--- config.mk ---
export PLATFORM = sky130hd
export DESIGN_NAME = lsu_ctrl
export DESIGN_NICKNAME = d
export VERILOG_FILES = /design/src/rtl/lsu_ctrl.sv
export SDC_FILE = /design/constraint.sdc
export NUM_CORES = 1
export LEC_CHECK = 0
export CAP_MARGIN = 20
export CORE_MARGIN = 2
export CORE_UTILIZATION = 43
export DETAILED_ROUTE_END_ITERATION = 8
export PLACE_DENSITY = 0.82
export SETUP_SLACK_MARGIN = 0.4
export SYNTH_ARGS = -nofsm -noshare
export SYNTH_HDL_FRONTEND = slang
export SYNTH_SLANG_ARGS = --single-unit
--- constraint.sdc ---
create_clock -name clk -period 2.37 [get_ports clk]
set_input_delay 0.474 -clock clk [delete_from_list [all_inputs] [get_ports clk]]
set_output_delay 0.474 -clock clk [all_outputs]
set_load 0.01 [all_outputs]
--- src/rtl/lsu_ctrl.sv ---
// Load/store sequencer: captures one EXU memory op, runs a req/gnt/rvalid bus transaction and
// returns the extended load result. Optional misalignment trap via `define LSU_MISALIGN_EXC_EN.
module lsu_ctrl #(
  parameter int unsigned TIMEOUT_CYCLES = 64
) (
  input  logic        clk,
  input  logic        rst_n,
  input  logic        mem_req_i,
  input  logic        mem_we_i,
  input  logic [1:0]  mem_size_i,
  input  logic        mem_unsigned_i,
  input  logic [31:0] mem_addr_i,
  input  logic [31:0] mem_wdata_i,
  input  logic        rd_we_i,
  input  logic [4:0]  rd_addr_i,
  input  logic [31:0] rd_data_i,
  output logic        bus_req_o,
  output logic        bus_we_o,
  output logic [31:0] bus_addr_o,
  output logic [3:0]  bus_be_o,
  output logic [31:0] bus_wdata_o,
  input  logic        bus_gnt_i,
  input  logic        bus_rvalid_i,
  input  logic [31:0] bus_rdata_i,
  output logic        stall_o,
  output logic        rd_we_o,
  output logic [4:0]  rd_addr_o,
  output logic [31:0] rd_data_o,
  output logic        err_o,
  output logic        misalign_o
);

  typedef enum logic [1:0] {IDLE = 2'd0, REQ = 2'd1, WAIT = 2'd2, DONE = 2'd3} state_e;

  localparam logic [7:0] TO_LAST = 8'(TIMEOUT_CYCLES - 32'd1);

  state_e      state_q, state_d;
  logic [7:0]  cnt_q, cnt_d;
  logic [1:0]  size_q;
  logic        uns_q;
  logic [1:0]  addr_lo_q;
  logic        we_q;
  logic        rd_we_q;
  logic [4:0]  rd_addr_q;
  logic [31:0] rdata_q, rdata_d;
  logic        bus_req_q, bus_req_d;
  logic        bus_we_q;
  logic [31:0] bus_addr_q;
  logic [3:0]  bus_be_q;
  logic [31:0] bus_wdata_q;
  logic        err_q, err_d;
  logic        misalign_q, misalign_d;
  logic        capture;
  logic        misaligned;
  logic        timeout_hit;

  function automatic logic [3:0] byte_en(input logic [1:0] size, input logic [1:0] lo);
    case (size)
      2'b00:   byte_en = 4'b0001 << lo;
      2'b01:   byte_en = 4'b0011 << {lo[1], 1'b0};
      default: byte_en = 4'b1111;
    endcase
  endfunction

  function automatic logic [31:0] store_data(input logic [1:0] size, input logic [31:0] d);
    case (size)
      2'b00:   store_data = {4{d[7:0]}};
      2'b01:   store_data = {2{d[15:0]}};
      default: store_data = d;
    endcase
  endfunction

  function automatic logic [31:0] load_extract(input logic [31:0] d, input logic [1:0] lo,
                                               input logic [1:0] size, input logic uns);
    logic [7:0]  b;
    logic [15:0] h;
    case (lo)
      2'b00:   b = d[7:0];
      2'b01:   b = d[15:8];
      2'b10:   b = d[23:16];
      default: b = d[31:24];
    endcase
    h = lo[1] ? d[31:16] : d[15:0];
    case (size)
      2'b00:   load_extract = uns ? {24'd0, b} : {{24{b[7]}}, b};
      2'b01:   load_extract = uns ? {16'd0, h} : {{16{h[15]}}, h};
      default: load_extract = d;
    endcase
  endfunction

`ifdef LSU_MISALIGN_EXC_EN
  assign misaligned = ((mem_size_i == 2'b01) && mem_addr_i[0]) ||
                      (mem_size_i[1] && (mem_addr_i[1:0] != 2'b00));
  assign misalign_o = misalign_q;
`else
  assign misaligned = 1'b0;
  assign misalign_o = 1'b0;
`endif

  assign timeout_hit = (cnt_q >= TO_LAST);
  assign bus_req_o   = bus_req_q;
  assign bus_we_o    = bus_we_q;
  assign bus_addr_o  = bus_addr_q;
  assign bus_be_o    = bus_be_q;
  assign bus_wdata_o = bus_wdata_q;
  assign err_o       = err_q;

  // Next-state, watchdog and pipeline-facing outputs
  always_comb begin
    state_d    = state_q;
    cnt_d      = cnt_q;
    rdata_d    = rdata_q;
    bus_req_d  = 1'b0;
    err_d      = 1'b0;
    misalign_d = 1'b0;
    capture    = 1'b0;
    stall_o    = 1'b0;
    rd_we_o    = 1'b0;
    rd_addr_o  = rd_addr_i;
    rd_data_o  = rd_data_i;
    case (state_q)
      IDLE: begin
        if (mem_req_i) begin
          stall_o = 1'b1;
          capture = 1'b1;
          if (misaligned) begin
            state_d    = DONE;
            misalign_d = 1'b1;
          end else begin
            state_d   = REQ;
            cnt_d     = 8'd0;
            bus_req_d = 1'b1;
          end
        end else begin
          rd_we_o = rd_we_i;
        end
      end
      REQ: begin
        stall_o = 1'b1;
        cnt_d   = cnt_q + 8'd1;
        // A grant in the timeout cycle still completes the access
        if (bus_gnt_i) begin
          state_d = we_q ? DONE : WAIT;
        end else if (timeout_hit) begin
          state_d = DONE;
          err_d   = 1'b1;
        end else begin
          bus_req_d = 1'b1;
        end
      end
      WAIT: begin
        stall_o = 1'b1;
        cnt_d   = cnt_q + 8'd1;
        if (bus_rvalid_i) begin
          rdata_d = bus_rdata_i;
          state_d = DONE;
        end else if (timeout_hit) begin
          state_d = DONE;
          err_d   = 1'b1;
        end else begin
          state_d = WAIT;
        end
      end
      DONE: begin
        state_d   = IDLE;
        rd_we_o   = rd_we_q & ~we_q & ~err_q & ~misalign_q;
        rd_addr_o = rd_addr_q;
        rd_data_o = load_extract(rdata_q, addr_lo_q, size_q, uns_q);
      end
      default: state_d = IDLE;
    endcase
  end

  // Sequencer state, watchdog and registered bus/status outputs
  always_ff @(posedge clk or negedge rst_n) begin
    if (!rst_n) begin
      state_q    <= IDLE;
      cnt_q      <= 8'd0;
      rdata_q    <= 32'd0;
      bus_req_q  <= 1'b0;
      err_q      <= 1'b0;
      misalign_q <= 1'b0;
    end else begin
      state_q    <= state_d;
      cnt_q      <= cnt_d;
      rdata_q    <= rdata_d;
      bus_req_q  <= bus_req_d;
      err_q      <= err_d;
      misalign_q <= misalign_d;
    end
  end

  // Instruction capture on accept
  always_ff @(posedge clk or negedge rst_n) begin
    if (!rst_n) begin
      size_q      <= 2'd0;
      uns_q       <= 1'b0;
      addr_lo_q   <= 2'd0;
      we_q        <= 1'b0;
      rd_we_q     <= 1'b0;
      rd_addr_q   <= 5'd0;
      bus_we_q    <= 1'b0;
      bus_addr_q  <= 32'd0;
      bus_be_q    <= 4'd0;
      bus_wdata_q <= 32'd0;
    end else if (capture) begin
      size_q      <= mem_size_i;
      uns_q       <= mem_unsigned_i;
      addr_lo_q   <= mem_addr_i[1:0];
      we_q        <= mem_we_i;
      rd_we_q     <= rd_we_i;
      rd_addr_q   <= rd_addr_i;
      bus_we_q    <= mem_we_i;
      bus_addr_q  <= {mem_addr_i[31:2], 2'b00};
      bus_be_q    <= byte_en(mem_size_i, mem_addr_i[1:0]);
      bus_wdata_q <= store_data(mem_size_i, mem_wdata_i);
    end else begin
      size_q      <= size_q;
      bus_addr_q  <= bus_addr_q;
    end
  end

endmodule

==> Word-level counts from Yosys, hierarchy flattened <==
Index checks and enable logic that the tools add are counted.
{ "op_classes": {"n_mux": 30, "shift": 2, "magnitude_cmp": 1, "n_reduce_logical": 9, "eq_ne": 9, "bitwise_logic": 4, "addsub": 1} }
{ "ops": {"columns": ["operator", "count"], "rows": [
  ["$pmux 32 s2", 2],
  ["$mux 32", 3],
  ["$pmux 8 s3", 1],
  ["$mux 16", 1],
  ["$pmux 8 s2", 1],
  ["$mux 1", 11],
  ["$add 8x1->8 const B", 1],
  ["$eq 2x1->1 const B", 4],
  ["$ge 8x6->1 const B", 1],
  ["$logic_not 2->1", 4],
  ["$mux 8", 1],
  ["$pmux 1 s2", 4],
  ["$pmux 2 s4", 1],
  ["$pmux 4 s2", 1],
  ["$eq 2x2->1 const B", 3],
  ["$mux 2", 3],
  ["$reduce_and 2->1", 3],
  ["$mux 5", 1],
  ["$shl 1x2->4 const A", 1],
  ["$shl 2x2->4 const A", 1],
  ["$ne 3x3->1 const B", 1],
  ["$and 1x1->1", 2],
  ["$ne 2x2->1 const B", 1],
  ["$not 1->1", 2],
  ["other kinds (2)", 2]
]} }
{ "totals": {"inputBits": 143, "regBits": 122, "word_cells": 70, "output_inout_bits": 111} }

==> Depth between registers and ports, before layout <==
Gate-level depths: netlist of the first run.
{ "depth": {"ltp_word": 5, "mapped_depth": 8, "mapped_depth_nobuf": 6} }

==> Worst setup path before layout of the first run <==
Ideal clock, no wire load.
{ "synth_path": {"path_kind": "register to output", "start": "reg state_q[1]", "end": "out rd_data_o[13]", "setup_slack_ps": 418, "stages_incl_launch_ff": 7, "n_path_buf": 3, "required_time_ps": 1896, "t_arrival_ps": 1478, "cell_sequence": "dfrtp_1 > ha_1 > buf_2 > buf_2 > buf_2 > nor2_1 > a21oi_1"} }
{ "synth_via": {"elab_chain_len": 2} }
{ "synth_lines": {"columns": ["item", "line", "source"], "rows": [
  ["start: declaration", "37", "state_e state_q, state_d;"],
  ["start signal: assignment", "184", "state_q <= state_d;"],
  ["$eq 2x2->1", "121", "case (state_q)"],
  ["$mux 32", "121", null],
  ["end: declaration", "28", "output logic [31:0] rd_data_o,"]
]} }
No other way between the ends.

==> Worst setup path in the final report of the first run <==
{ "layout_path": {"start": "reg addr_lo_q[1]", "end": "out rd_data_o[27]"} }
{ "layout_via": {"elab_chain_len": 5, "elab_cells_between_ends": 9, "classes_between": "eq/ne (2); mux (6); reduce/logical (1)"} }
{ "layout_lines": {"columns": ["item", "line", "source"], "rows": [
  ["start: declaration", "41", "logic [1:0] addr_lo_q;"],
  ["start signal: assignment", "209", "addr_lo_q <= mem_addr_i[1:0];"],
  ["$eq 2x2->1, or another cell as far along", "77", "case (lo)"],
  ["$pmux 8 s3", "77", null],
  ["$mux 32", "85", "2'b00: load_extract = uns ? {24'd0, b} : {{24{b[7]}}, b};"],
  ["$pmux 32 s2 (*)", "84", "case (size)"],
  ["$mux 32 (*)", "121", null]
]} }
Every way passes the cells marked *; elsewhere a longest branch is shown, timed or not.

==> results of run 1 <==
-- metal layers --
metal | track usage [%] | vias up | wire length (µm)
li1 | - | 2612 | -
met1 | 28.7 | 2883 | 8320
met2 | 46.4 | 325 | 11600
met3 | 9.55 | 72 | 1980
met4 | 12.9 | 0 | 891
met5 | 0 | - | 0
-- where the power goes --
group          total (mW)  internal, mW  switching (mW)
Combinational        8.31          4.90            3.41
Sequential           3.96          3.08           0.872
Clock                2.88          1.90           0.982
-- timing repair --
| action | CTS | global route |
|---|---|---|
| resized for setup | 190 | 142 |
| endpoints found under the hold margin | 26 | 0 |
| pin swaps | 11 | 14 |
| setup buffers | 24 | 22 |
| hold buffers | 1 | 0 |
| cloned | 4 | 7 |
| setup endpoints to repair | 39 | 98 |
-- registers in the layout, indices dropped and copies added, names as in the netlist --
signal and flops:
size_q 2, uns_q 1, bus_req_o 1, cnt_q 8, rd_we_q 1, bus_addr_o 30
bus_we_o 1, addr_lo_q 2, err_o 1, rd_addr_q 5, rdata_q 32, state_q 2
bus_wdata_o 32, bus_be_o 4
-- layout by cell type, fill, tap and decap left out, drive strengths merged, types with 2 or more instances in the layout --
cell / count
o21ai: 37
a22o: 9
a21o: 7
a221o: 13
and3: 4
clkinvlp: 5
clkbuf: 28
nand3b: 6
a31oi: 7
a211o: 3
bufinv: 5
nor4: 2
nor2: 36
clkinv: 4
dfrtp: 122
and2: 2
a22oi: 12
conb: 3
mux2: 94
nor2b: 5
o31ai: 2
bufbuf: 2
nand2: 52
nand2b: 3
a21oi: 23
ha: 5
nor4b: 2
buf: 120
clkdlybuf4s50: 210
mux2i: 27
inv: 7
nand3: 6
-- path summary, 6_finish.rpt --
check | end | slack (ns)
worst min-delay path | bus_wdata_o[8] | 0.49
min in group asynchronous | rdata_q[27] | 0.54
worst max-delay path | rd_data_o[27] | -0.28
worst max register to register | cnt_q[7] | 0.29
worst min register to register | bus_wdata_o[8] | 0.49
max in group asynchronous | bus_addr_o[18] | 1.16
-- critical path: stages (launching register included) --
cell and delay [ns]:
dfrtp_1 0.44, mux2i_2 0.29, mux2i_1 0.13, nor4b_4 0.16, buf_4 0.16, buf_12 0.13, a221o_2 0.32, buf_6 0.13
-- metrics by stage --
stage / utilization, % / hold slack (ns) / worst slack (ns)
2_1_floorplan: - / 0.178 / 0.418
3_3_place_gp: 64.8 / 0.417 / -0.282
3_5_place_dp: 64.8 / 0.427 / -0.259
4_1_cts: 72.7 / 0.486 / -0.276
5_1_grt: 78.3 / 0.518 / -0.333
6_report: 78.3 / 0.491 / -0.283
-- cell type report --
type | count | share of cell area (%)
Multi-Input combinational cell | 376 | 30.8
Sequential cell | 122 | 28.1
Clock buffer | 18 | 4.04
Timing Repair Buffer | 343 | 32.5
Tap cell | 180 | 2.07
Inverter | 7 | 0.392
Clock inverter | 14 | 2.03
-- synth_stat cells, types with 5 or more instances --
cell type	number
dfrtp_1	122
mux2_2	93
nand2_1	50
o21ai_0	37
nor2_1	35
mux2i_1	27
a21oi_1	23
buf_2	17
clkbuf_1	16
a22oi_1	12
a22o_1	9
a21o_1	7
a221o_2	7
a31oi_1	7
a221o_1	6
inv_1	6
nand3_1	6
nand3b_1	6
ha_1	5
nor2b_1	5
-- cells by family after synthesis --
family,synth area share [%]
and+or+nand+nor,9.71
other,0.0614
AOI/OAI and AO/OA,13.3
adders and majority gates,1.02
buffers and inverters,3.61
muxes,22.1
DFF,50.0
xor gates and xnor gates,0.143
==> results.py, run 1 <==
metrics = {
    "logic_synthesis": {
        "syn_area_um2": 6110,
        "avgSynthCellArea_um2": 11.3,
        "post-synth-top-area-fraction_pct": 50.0,
        "synth_area_leaders": "dfrtp_1 (50%), mux2_2 (17%), mux2i_1 (4.4%), nand2_1 (3.1%), o21ai_0 (3.0%)",
        "synth_cells": 540,
        "ys.flop_type": "dfrtp_1",
        "post_synth_num_cell_types": 53,
        "yosysSeqAreaShare_pct": 50.0,
        "ys_ff_latch": 122,
        "synth_edf_count": 0,
        "yosysWarnings": 0,
        "yosysTopAreaCell": "dfrtp_1",
        "ys_async_sr_fraction_pct": 100,
    },
    "cts": {
        "cts_buffers": 17,
        "clk_path_buf_depth": 2,
        "cts_root_buf": "clkbuf_16",
        "clock_latency_ns": 0.42,
        "clock_sinks": 122,
        "clkTransAtPathRegs_ns": 0.06,
        "cts.htree.levels": 4,
        "cts_tree": "done",
    },
    "timing": {
        "rsz0062_at_grt": "true",
        "slew_headroom_pct": 64.1,
        "drv_slew": 0,
        "fmax_mhz": 377,
        "finalSetupViolCount": 32,
        "tns_ns": -5.17,
        "period_needed_ns": 2.65,
        "hold_violations": 0,
        "fin_skew_ns": 0.00871,
        "layout_setup_ws_ns": -0.283,
        "worstMarginPinSlew_ns": 0.533,
        "period_share_pct": 112,
    },
    "worst_setup_path": {
        "path_class": "reg -> out",
        "worstPathArrival_ns": 2.18,
        "critical_path.max_fanout": 8,
        "reg2reg_depth": 11,
        "worstSetupStartpoint": "addr_lo_q[1]",
        "cp-end-kind": "output port",
        "critPathLaunchType": "flip-flop",
        "rr_startpoint": "state_q[0]",
        "cp.required_ns": 1.90,
    },
    "grt": {
        "grt_pass1_vias": 5949,
        "grt_use_total_pct": 26.7,
        "antenna_found_initial": 0,
        "grt_pass1_wl_um": 30500,
        "grt.overflow.total": 0,
        "grt_max_degree": 54,
    },
    "hold_path": {
        "min_path_cells": 2,
        "hold_path.class": "reg -> reg",
        "hp-start": "bus_wdata_o[8]",
    },
    "floorplan": {
        "die_h_um": 123,
        "core_area_um2": 13900,
        "die_area_um2": 15200,
        "io_pins": 254,
        "die_w_um": 123,
        "rows": 43,
        "initial_utilization_pct": 44.0,
    },
    "cells_and_area": {
        "fillerInstances": 778,
        "final_nets": 1015,
        "seqCellArea_um2": 3050,
        "fin_cells": 1060,
        "antenna_cells": 0,
        "area_growth_pct": 77.9,
        "finalInstanceArea_um2": 10900,
        "drive_gt1_share_pct": 35.9,
        "multi_input_area_um2": 3350,
    },
    "drt": {
        "dr.pass1.iters": 5,
        "drt_iter0_drc": 344,
        "drt_wl_total_um": 22800,
        "drcViolationCount": 0,
        "vias": 5892,
        "avgViaCountPerCell": 5.56,
        "final_antenna_net_count": 0,
        "drt-wirelength-per-cell_um": 21.5,
    },
    "placement": {
        "hpwlAfterDp_um": 13800,
        "io_buffers": 250,
        "gp_congestion": 0.953,
        "post-place-cells": 970,
        "dpl_cell_area_um2": 8990,
    },
    "flow_run": {
        "max-cap-violations": 0,
    },
    "outcome": {
        "status": "finished, violations left",
        "violations": "setup timing",
    },
    "pwr": {
        "p_total_mw": 15.1,
        "peakVddDrop_mv": 0.840,
        "leakage_nw": 4.96,
        "power_density_nw_per_um2": 1390,
    },
}
No activity file was read; power rests on OpenSTA's default activity.
==> run 2: changes to the inputs <==
clock period = 2.5 ns   (was 2.37 ns; I/O delays follow)
==> run 2 against run 1 <==
Against the previous run: the flow still finishes with violations (setup timing); critical path type unchanged; via count decreased by 3.2%; combinational power shrank 16%; die area is the same; sequential power is 5.8% lower; final cell count is 1.4% lower; routed wire length down 8.5%; clock power is 12% lower; largest power group unchanged; non-clock buffer count down 14; critical endpoint is now rd_data_o[24].
==> results.py, run 2 (same netlist as run 1, synthesis figures left out) <==
metrics = {
    "grt": {
        "grt_max_degree": 58,
        "antenna_found_initial": 0,
        "grt_pass1_vias": 5851,
        "grt_use_total_pct": 26.8,
        "grt_pass1_wl_um": 30700,
        "grt.overflow.total": 0,
    },
    "placement": {
        "io_buffers": 250,
        "hpwlAfterDp_um": 13800,
        "gp_congestion": 0.955,
    },
    "pwr": {
        "comb_power_share_pct": 52.6,
        "intPower_mw": 8.56,
        "switching_share_pct": 35.3,
        "leakage_nw": 4.50,
        "power.switching_mw": 4.68,
        "power_density_nw_per_um2": 1300,
        "p_total_mw": 13.2,
        "p_clk_share_pct": 19.2,
        "peakVddDrop_mv": 0.705,
        "p_seq_share_pct": 28.2,
    },
    "outcome": {
        "violations": "setup timing",
        "status": "finished, violations left",
    },
    "timing": {
        "layout_setup_ws_ns": -0.256,
        "worstMarginPinSlew_ns": 0.529,
        "hold_violations": 0,
        "fin_skew_ns": 0.0130,
        "tns_ns": -5.08,
        "period_share_pct": 110,
        "period_needed_ns": 2.76,
        "slew_headroom_pct": 64.6,
        "fmax_mhz": 363,
        "drv_slew": 0,
        "finalSetupViolCount": 29,
        "rsz0062_at_grt": "true",
    },
    "cts": {
        "clock_sinks": 122,
        "cts_tree": "done",
        "cts.htree.levels": 4,
        "clkTransAtPathRegs_ns": 0.06,
        "holdBufCountCts": 0,
        "cts_root_buf": "clkbuf_16",
        "clock_latency_ns": 0.42,
        "cts_buffers": 17,
        "clk_path_buf_depth": 2,
    },
    "hold_path": {
        "hold_path.class": "in -> async",
    },
    "cells_and_area": {
        "mostFrequentLayoutCells": "clkdlybuf4s50_1 (210), dfrtp_1 (121), mux2_2 (83)",
        "area_growth_pct": 67.0,
        "final_common_cell": "clkdlybuf4s50_1",
        "antenna_cells": 0,
        "drive_gt1_share_pct": 35.0,
        "final_nets": 1000,
    },
    "flow_run": {
        "max-cap-violations": 0,
    },
    "drt": {
        "vias": 5704,
        "dr.pass1.iters": 4,
        "drt_iter0_drc": 359,
        "avgViaCountPerCell": 5.46,
        "drt-wirelength-per-cell_um": 19.9,
        "drcViolationCount": 0,
        "drt_wl_total_um": 20800,
        "final_antenna_net_count": 0,
    },
    "floorplan": {
        "die_area_um2": 15200,
        "io_pins": 254,
        "initial_utilization_pct": 44.0,
        "rows": 43,
        "die_w_um": 123,
        "die_h_um": 123,
        "core_area_um2": 13900,
    },
    "worst_setup_path": {
        "cp.required_ns": 2.00,
        "path_class": "reg -> out",
        "cp-end-kind": "output port",
        "critPathLaunchType": "flip-flop",
        "critical_path.max_fanout": 5,
        "worstPathArrival_ns": 2.26,
    },
}
-- run 2: cell types whose count changed in the layout (fill, tap and decap cells not counted), sizes merged --
cell,previous run,this run
bufbuf,2,1
bufinv,5,3
buf,120,117
nand2,52,50
clkinvlp,5,3
clkbuf,28,22
dlygate4sd3,1,0
clkinv,4,6
nand2b,3,4
inv,7,6
-- run 2: area by class of cell --
type	instances	area, µm²
Clock buffer	21	480
Clock inverter	11	143
Fill cell	900	3680
Inverter	7	37.5
Multi-Input combinational cell	375	3110
Sequential cell	122	3050
Tap cell	180	225
Timing Repair Buffer	329	3150
-- run 2: path summary, 6_finish.rpt --
check | to | slack, ns | cells after the start | from
max in group asynchronous | bus_wdata_o[25] | 1.65 | 2 | rst_n
hold reg to reg | bus_wdata_o[15] | 0.48 | 2 | bus_wdata_o[15]
setup reg to reg | bus_wdata_o[1] | 0.49 | 9 | state_q[1]
hold / removal | bus_addr_o[17] | 0.05 | 1 | rst_n
min in group clk | bus_wdata_o[15] | 0.48 | 2 | bus_wdata_o[15]
setup / recovery | rd_data_o[24] | -0.26 | 9 | addr_lo_q[1]
-- run 2: worst max-delay path, stage by stage (launching register included) --
cell       delay, ns
dfrtp_2         0.45
buf_6           0.13
mux2i_1         0.15
mux2i_1         0.11
nor4b_4         0.15
buf_4           0.15
clkbuf_16       0.15
buf_6           0.11
a221o_2         0.29
buf_2           0.14
-- run 2: routing by layer --
layer	vias up	GRT usage, %	share of wire [%]
met5	-	0	0
met4	0	14.3	4.2
met3	68	9.64	10
met2	308	45.6	49
met1	2746	29.1	36
li1	2582	-	-
-- run 2: through the flow --
stage | setup WS, ns | std cells | hold slack, ns | area (µm²) | util (%)
floorplan | 0.522 | 542 | 0.204 | 6110 | -
global placement | -0.146 | 964 | 0.461 | 8920 | 64.3
detailed placement | -0.182 | 964 | 0.474 | 8920 | 64.3
CTS | -0.199 | 1030 | 0.0508 | 10000 | 72.3
global route | -0.346 | 1045 | 0.0758 | 10200 | 73.5
finish | -0.256 | 1045 | 0.0474 | 10200 | 73.5
-- run 2: repair_timing --
action | in CTS | in global routing
setup endpoints to repair | 39 | 39
buffers inserted | 31 | 15
pin swaps | 8 | 11
cloned | 3 | 0
gates resized for setup | 241 | 17
-- run 2: power by group through the flow --
stage / Clock (mW) / Sequential [mW] / Combinational [mW]
detailed placement: 0 / 3.65 / 5.84
finish: 2.54 / 3.73 / 6.96
floorplan: 0 / 3.71 / 2.81
global route: 2.69 / 3.81 / 7.42
global placement: 0 / 3.59 / 5.69
CTS: 2.58 / 3.68 / 6.59
